### src/rtl/framebuffer_store_pkg.sv
// Shared framebuffer geometry, store FSM encodings and the RAM write payload.
// Both ends of the LED-matrix framebuffer RAM import this package.
package framebuffer_store_pkg;

   localparam int unsigned COLUMN_BITS    = 6;
   localparam int unsigned ROW_BITS       = 4;
   localparam int unsigned Y_BITS         = ROW_BITS + 1;
   localparam int unsigned PIXEL_BITS     = COLUMN_BITS + Y_BITS;
   localparam int unsigned RAM_ADDR_WIDTH = 11;
   localparam int unsigned PIXEL_COUNT    = 2048;
   localparam int unsigned PIXEL_WIDTH    = 16;
   localparam int unsigned BYTE_WIDTH     = 8;

   typedef enum logic [1:0] {
      ST_HI    = 2'd0,
      ST_LO    = 2'd1,
      ST_WRITE = 2'd2
   } store_state_t;

   typedef struct packed {
      logic [RAM_ADDR_WIDTH-1:0] address;
      logic [PIXEL_WIDTH-1:0]    data;
   } ram_write_t;

   function automatic logic is_last_pixel(input logic [PIXEL_BITS-1:0] pixel);
      return pixel == PIXEL_BITS'(PIXEL_COUNT - 1);
   endfunction

endpackage

### src/rtl/framebuffer_store_address_map.sv
// Raster position {x,y} to framebuffer RAM address {half, row, column field}.
// The column field is inverted when MIRROR_COLUMNS is set so it matches the fetch side.
module framebuffer_store_address_map
   import framebuffer_store_pkg::*;
#(
   parameter bit MIRROR_COLUMNS = 1'b1
) (
   input  logic [COLUMN_BITS-1:0]    x,
   input  logic [Y_BITS-1:0]         y,
   output logic [RAM_ADDR_WIDTH-1:0] address_c
);

   logic                   half;
   logic [ROW_BITS-1:0]    row;
   logic [COLUMN_BITS-1:0] column_field;

   assign half         = y[ROW_BITS];
   assign row          = y[ROW_BITS-1:0];
   assign column_field = MIRROR_COLUMNS ? ~x : x;
   assign address_c    = {half, row, column_field};

endmodule

### src/rtl/framebuffer_store.sv
// Write side of the LED-matrix framebuffer: assembles RGB565 pixels from a
// high-byte-first stream and writes them in raster order, one RAM write per pixel.
module framebuffer_store
   import framebuffer_store_pkg::*;
#(
   parameter bit MIRROR_COLUMNS = 1'b1
) (
   input  logic        clk_in,
   input  logic        reset,
   input  logic        frame_start,
   input  logic [7:0]  rx_data,
   input  logic        rx_valid,
   output logic        rx_ready,
   output logic [10:0] ram_address,
   output logic [15:0] ram_data_out,
   output logic        ram_write_enable,
   output logic        ram_clk_enable,
   output logic        frame_complete,
   output logic        overrun
);

   store_state_t state;
   store_state_t next_state;

   logic [PIXEL_BITS-1:0]     pixel_q;
   logic [PIXEL_BITS-1:0]     pixel_d;
   logic [BYTE_WIDTH-1:0]     hi_q;
   logic [BYTE_WIDTH-1:0]     hi_d;
   ram_write_t                wr_q;
   ram_write_t                wr_d;
   logic                      write_q;
   logic                      write_d;
   logic                      complete_q;
   logic                      complete_d;
   logic                      ready_q;
   logic                      ready_d;
   logic                      overrun_q;
   logic                      overrun_d;
   logic                      accept_c;
   logic [RAM_ADDR_WIDTH-1:0] pixel_address_c;

   // frame_start wins over a byte arriving in the same cycle
   assign accept_c = rx_valid & ready_q & ~frame_start;

   framebuffer_store_address_map #(
      .MIRROR_COLUMNS(MIRROR_COLUMNS)
   ) u_address_map (
      .x         (pixel_q[COLUMN_BITS-1:0]),
      .y         (pixel_q[PIXEL_BITS-1:COLUMN_BITS]),
      .address_c (pixel_address_c)
   );

   always_ff @(posedge clk_in) begin
      if (reset) state <= ST_HI;
      else       state <= next_state;
   end

   always_comb begin
      next_state = state;
      if (frame_start) begin
         next_state = ST_HI;
      end else begin
         case (state)
            ST_HI:    if (accept_c) next_state = ST_LO;
            ST_LO:    if (accept_c) next_state = ST_WRITE;
            ST_WRITE: next_state = ST_HI;
            default:  next_state = ST_HI;
         endcase
      end
   end

   // Next values of every registered output, derived from the transition being taken
   always_comb begin
      ready_d    = (next_state != ST_WRITE);
      write_d    = (next_state == ST_WRITE);
      complete_d = write_d & is_last_pixel(pixel_q);

      wr_d = wr_q;
      if (write_d) begin
         wr_d.address = pixel_address_c;
         wr_d.data    = {hi_q, rx_data};
      end

      // A write in flight still completes on frame_start, but the pointer restarts at 0
      pixel_d = pixel_q;
      if (frame_start)             pixel_d = '0;
      else if (state == ST_WRITE)  pixel_d = pixel_q + PIXEL_BITS'(1);

      hi_d = hi_q;
      if (frame_start)                      hi_d = '0;
      else if (state == ST_HI && accept_c)  hi_d = rx_data;

      overrun_d = overrun_q;
      if (frame_start)                overrun_d = 1'b0;
      else if (rx_valid && !ready_q)  overrun_d = 1'b1;
   end

   always_ff @(posedge clk_in) begin
      if (reset) begin
         pixel_q    <= '0;
         hi_q       <= '0;
         wr_q       <= '0;
         write_q    <= 1'b0;
         complete_q <= 1'b0;
         ready_q    <= 1'b0;
         overrun_q  <= 1'b0;
      end else begin
         pixel_q    <= pixel_d;
         hi_q       <= hi_d;
         wr_q       <= wr_d;
         write_q    <= write_d;
         complete_q <= complete_d;
         ready_q    <= ready_d;
         overrun_q  <= overrun_d;
      end
   end

   assign rx_ready         = ready_q;
   assign ram_address      = wr_q.address;
   assign ram_data_out     = wr_q.data;
   assign ram_write_enable = write_q;
   assign ram_clk_enable   = write_q;
   assign frame_complete   = complete_q;
   assign overrun          = overrun_q;

endmodule

### config.mk
export PLATFORM = sky130hd
export DESIGN_NAME = framebuffer_store
export DESIGN_NICKNAME = d
export VERILOG_FILES = /design/src/rtl/framebuffer_store_pkg.sv /design/src/rtl/framebuffer_store_address_map.sv /design/src/rtl/framebuffer_store.sv
export SDC_FILE = /design/constraint.sdc
export NUM_CORES = 1
export LEC_CHECK = 0
export ABC_AREA = 1
export CAP_MARGIN = 20
export CELL_PAD_IN_SITES_DETAIL_PLACEMENT = 2
export CELL_PAD_IN_SITES_GLOBAL_PLACEMENT = 2
export CORE_AREA = 5 5 83 104
export DETAILED_ROUTE_END_ITERATION = 10
export DIE_AREA = 0 0 88 109
export MAX_ROUTING_LAYER = met4
export PLACE_DENSITY_LB_ADDON = 0.3
export SLEW_MARGIN = 40
export SYNTH_ARGS = -nofsm -noshare
export SYNTH_HDL_FRONTEND = slang
export SYNTH_SLANG_ARGS = --single-unit
### constraint.sdc
create_clock -name clk_in -period 1.6 [get_ports clk_in]
set_clock_uncertainty 0.1 [all_clocks]
set_input_delay 0.16 -clock clk_in [delete_from_list [all_inputs] [get_ports clk_in]]
set_output_delay 0.16 -clock clk_in [all_outputs]
set_load 0.005 [all_outputs]
## Yosys cells after proc, flatten, opt, wreduce, memory -nomap -nowiden

Index checks and enable logic that the tools add are counted.

- Logic and storage cells: 29
- Input port bits: 12
- Output and inout port bits: 32
- Bits in registers: 52

- Add/subtract/negate cells: 1
- Equal/unequal tests: 5
- Reduce and logical (&&, ||, !) cells: 5
- Bitwise logic cells: 5
- Mux-type cells: 4

Operators by type and width:

| kind | count |
|---|---|
| $add A11 B1 Y11 const B | 1 |
| $eq A11 B11 Y1 const B | 1 |
| $mux W2 | 3 |
| $not A6 Y6 | 1 |
| $eq A2 B2 Y1 const B | 2 |
| $pmux W2 S2 | 1 |
| $and A1 B1 Y1 | 3 |
| $eq A2 B1 Y1 const B | 1 |
| $logic_and A1 B1 Y1 | 2 |
| $logic_not A2 Y1 | 1 |
| $ne A2 B2 Y1 const B | 1 |
| $reduce_or A2 Y1 | 1 |
| $logic_not A1 Y1 | 1 |
| $not A1 Y1 | 1 |

## Logic depth before layout (Yosys ltp)

- Word-level depth: 7
- Mapped depth: 8
- Gate-level depth less buffers: 8

## Cells and area by module

Synthesis repeated with hierarchy kept, for this count alone.

- Cell total of the unflattened synthesis: 276
- Area, all modules: 2,133.3 um2

By module, submodules not included:

| module | area each (um2) | sequential area each (um2) | cells each | times used |
|---|---|---|---|---|
| framebuffer_store | 2,073.2 | 1,041.0 | 265 | 1 |
| framebuffer_store_address_map | 60.1 | 0.0 | 11 | 1 |

## Least setup slack after synthesis

No wires, ideal clock.

- Kind: flip-flop to flip-flop
- Start: register pixel_q[1]
- End: register pixel_q[8]
- Period minus slack after synthesis: 1.318 ns
- Data required time: 1.384 ns
- Cell stages (with the launch flop): 7
- Setup time: 0.116 ns
- Buffers on the path: 0
- Arrival: 1.103 ns
- Setup slack: 0.282 ns
- Path through: dfxtp_1 -> ha_1 -> nand2_1 -> nor2_2 -> nand2_1 -> o21ai_0 -> nor2_1

- Longest elaborated chain between the ends: 1

Ends and longest elaborated chain:

| item | RTL line | text |
|---|---|---|
| start, declared | framebuffer_store.sv:25 | `logic [PIXEL_BITS-1:0] pixel_q;` |
| start signal, assigned | framebuffer_store.sv:108 | `pixel_q <= pixel_d;` |
| $add A11 B1 Y11 | framebuffer_store.sv:87 | `else if (state == ST_WRITE) pixel_d = pixel_q + PIXEL_BITS'(1);` |

Every way passes these cells.
A chain may end at the register's enable or synchronous reset.

## Worst setup path in the final report

- Start: register ready_q (netlist: rx_ready)
- End: output port rx_ready

RTL lines:

| item | RTL line | text |
|---|---|---|
| start, declared | framebuffer_store.sv:35 | `logic ready_q;` |
| start signal, assigned | framebuffer_store.sv:113 | `ready_q <= ready_d;` |
| end, declared | framebuffer_store.sv:13 | `output logic rx_ready,` |

No word-level cell between the ends.

==> summary.md <==
| Metric | Value |
|---|---|
| Outcome | `complete, no violations` |
| RR Endpoint | `pixel_q[6]` |
| Overall power | `0.00221 W` |
| DP Wirelength | `4.52 mm` |
| Vias per inst | `4.46` |
| Final wirelength | `5.71 mm` |
| Root Driver | `clkbuf_8` |
| HP Class | `reg -> reg` |
| Worst VDD drop | `0.325 mV` |
| Register area | `1040 µm²` |
| Buf/Inv on CP | `1` |
| Flop and latch count out of synthesis | `52` |
| Worst path cell trace | `clkdlybuf4s50_1` |
| Clock sink count | `52` |
| Worst path max stage delay | `530 ps` |
| Initial Util | `26.6%` |
| Synth Net Count | `271` |
| Setup violators final | `0` |
| Via Count | `1,852` |
| Post-layout min period | `1470 ps` |
| Initial antenna violation count | `0` |
| Worst EP arrival | `1210 ps` |
| CTS tree | `done` |
| Placed Area | `2670 µm²` |
| Final Cycle Share | `91.9%` |
| Vias in the first global route | `2,079` |
| Total global-route track usage | `13.7%` |
| FP Rows | `36` |
| Critical path launch point | `rx_ready` |
| Post-route cell area | `2770 µm²` |
| Largest net degree at the start of global routing | `23` |
| WL per Instance | `13.7 µm` |
| CP top delay family | `buffers and inverters` |
| CP Launch Type | `flop` |
| CP Depth | `1` |
| F_max | `0.680 GHz` |
| Cell Pwr Density | `798 nW/µm²` |
| Setup Fix Bufs, Post-CTS | `0` |
| Slew Limit Fails | `0` |
| Total CTS buffers | `5` |
| Worst reg-to-reg path cell count | `6` |
| Slowest cell on the critical path | `clkdlybuf4s50_1` |
| Core ar. | `7610 µm²` |
| Layout area overhead | `36.9%` |
| Sequential share of the synthesized area | `51.4%` |
| Diode count | `0` |
| Non-filler cells, final | `415` |
| Reg2Reg Setup Slack | `190 ps` |
| Drt initial violations | `66` |
| Cell variety after synth | `25` |
| # H-tree levels | `2` |
| Skew-Pair Late Insertion Delay | `300 ps` |
| Total gr overflow | `0` |
| Hold path start | `hi_q[3]` |
| Area of the multi-input gates | `820 µm²` |
| Synthesized netlist cell count | `258` |
| RSZ-0062 raised after global routing | `no` |
| Max Cap Violations | `0` |
| CTS Buffer Depth | `2` |
| Boundary Pins | `44` |
| Crit path capture | `rx_ready` |
| # DRC | `0` |
| Die Height | `109 µm` |
| Fill cells | `923` |
| Critical Path End Type | `output pin` |
| Worst path required time | `1340 ps` |
| First drt pass iteration count | `4` |
| Lkg Pwr | `1.14 nW` |
| First-pass GRT wire length | `9.92 mm` |
| R2r startpoint | `pixel_q[0]` |
| Routability cong. | `0.776` |
| Die width | `88 µm` |
| CP Max Fanout | `3` |
| Share of layout cells above drive strength 1 | `14.7%` |
| Hold Vio Cnt, Final | `0` |
| Syn avg cell area | `7.85 µm²` |
| Total negative slack | `0 ps` |
| Cell Count Post-Placement | `407` |
| Worst Tran Pin Value | `494 ps` |
| Slew HR | `66.9%` |
| Ys Warns | `0` |
| Synthesized area | `2020 µm²` |
| Crit path kind | `reg -> out` |
| Clock transition at path regs | `90 ps` |
| Detail Route Antenna Nets | `0` |
| Final net count | `332` |
| Port bufs | `43` |
| Die ar. | `9590 µm²` |
==> stage by stage <==
stage	worst slack [ps]	hold slack (ps)	util [%]
global placement	-5.00	337	35.1
finish	129	351	36.4
CTS	78.9	346	36.3
detailed placement	-57.7	338	35.1
global route	54.9	359	36.4
floorplan	282	204	-
==> worst reg2reg max path: stages (launching register included) <==
cell and delay, ps:
dfxtp_1 350, ha_1 190, nand2_1 130, nor2_4 210
nand2_1 90, o21ai_0 180, nor2_1 50
==> cell families after synthesis <==
kind of cell | after synthesis | synth area share (%)
flip-flops | 52 | 51.4
AND/OR/NAND/NOR | 136 | 30.1
AO/OA/AOI/OAI | 32 | 9.52
adder cells (fa/ha/maj) | 1 | 0.618
buffers and inverters | 37 | 8.34
==> layout make-up <==
class | instances | share of cell area, %
repair buffers | 60 | 21.0
well taps | 95 | 4.29
flip-flops and latches | 52 | 37.6
multi-input cells | 169 | 29.6
clock buffers | 6 | 2.98
clock inverters | 2 | 0.361
inverters | 31 | 4.20
==> per-layer routing <==
| layer | vias to the layer above | track usage, % | wire length (µm) |
|---|---|---|---|
| met2 | 30 | 26.0 | 3180 |
| met5 | - | - | 0 |
| met1 | 889 | 14.5 | 2270 |
| met3 | 6 | 2.12 | 176 |
| li1 | 927 | - | - |
| met4 | 0 | 3.95 | 72 |
==> where the power goes <==
group	internal, W	switching, W	total, W
Combinational	0.0000649	0.0000700	0.000135
Sequential	0.00130	0.00000584	0.00131
Clock	0.000346	0.000422	0.000768
==> layout by cell type (no fill, tap or decap) <==
| master | n |
|---|---|
| a21oi_1 | 7 |
| buf_12 | 2 |
| buf_4 | 15 |
| clkbuf_8 | 6 |
| clkdlybuf4s50_1 | 43 |
| clkinv_1 | 1 |
| clkinv_2 | 2 |
| dfxtp_1 | 52 |
| ha_1 | 1 |
| inv_1 | 27 |
| inv_2 | 3 |
| nand2_1 | 75 |
| nand2_2 | 2 |
| nand2_4 | 1 |
| nand3_1 | 14 |
| nand3_2 | 1 |
| nand4_1 | 2 |
| nor2_1 | 32 |
| nor2_2 | 1 |
| nor2_4 | 3 |
| nor2_8 | 1 |
| nor3_1 | 2 |
| nor3_2 | 1 |
| nor3_4 | 1 |
| o21a_1 | 1 |
| o21ai_0 | 6 |
| o21ai_1 | 10 |
| o21ai_2 | 8 |
==> sequential cells by signal (all words and copies together) (netlist names) <==
| signal | count |
|---|---|
| ram_data_out | 16 |
| hi_q | 8 |
| state | 2 |
| rx_ready | 1 |
| overrun | 1 |
| pixel_q | 11 |
| frame_complete | 1 |
| ram_clk_enable | 1 |
| ram_address | 11 |
==> timing repair <==
item / CTS / global route
hold buffers: 0 / 0
setup endpoints to repair: 0 / 2
gates resized for setup: 0 / 1
==> cell usage after synthesis (all sizes together) <==
| library cell | number | area, µm² |
|---|---|---|
| a21oi | 7 | 35.0 |
| buf | 6 | 52.6 |
| clkinv | 1 | 3.75 |
| dfxtp | 52 | 1040 |
| ha | 1 | 12.5 |
| inv | 30 | 113 |
| nand2 | 78 | 305 |
| nand3 | 15 | 80.1 |
| nand4 | 2 | 12.5 |
| nor2 | 37 | 175 |
| nor3 | 4 | 36.3 |
| o21a | 1 | 7.51 |
| o21ai | 24 | 150 |
==> how the worst min path moves through the flow <==
stage | endpoint | slack, ps | cells past startpoint
2_1_floorplan | overrun | 200 | 2
6_report | ram_data_out[11] | 350 | 2
3_3_place_gp | ram_data_out[14] | 340 | 2
5_1_grt | ram_data_out[5] | 360 | 3
4_1_cts | ram_data_out[6] | 350 | 3
3_5_place_dp | ram_data_out[11] | 340 | 2
(Power assumes the default switching activity.)
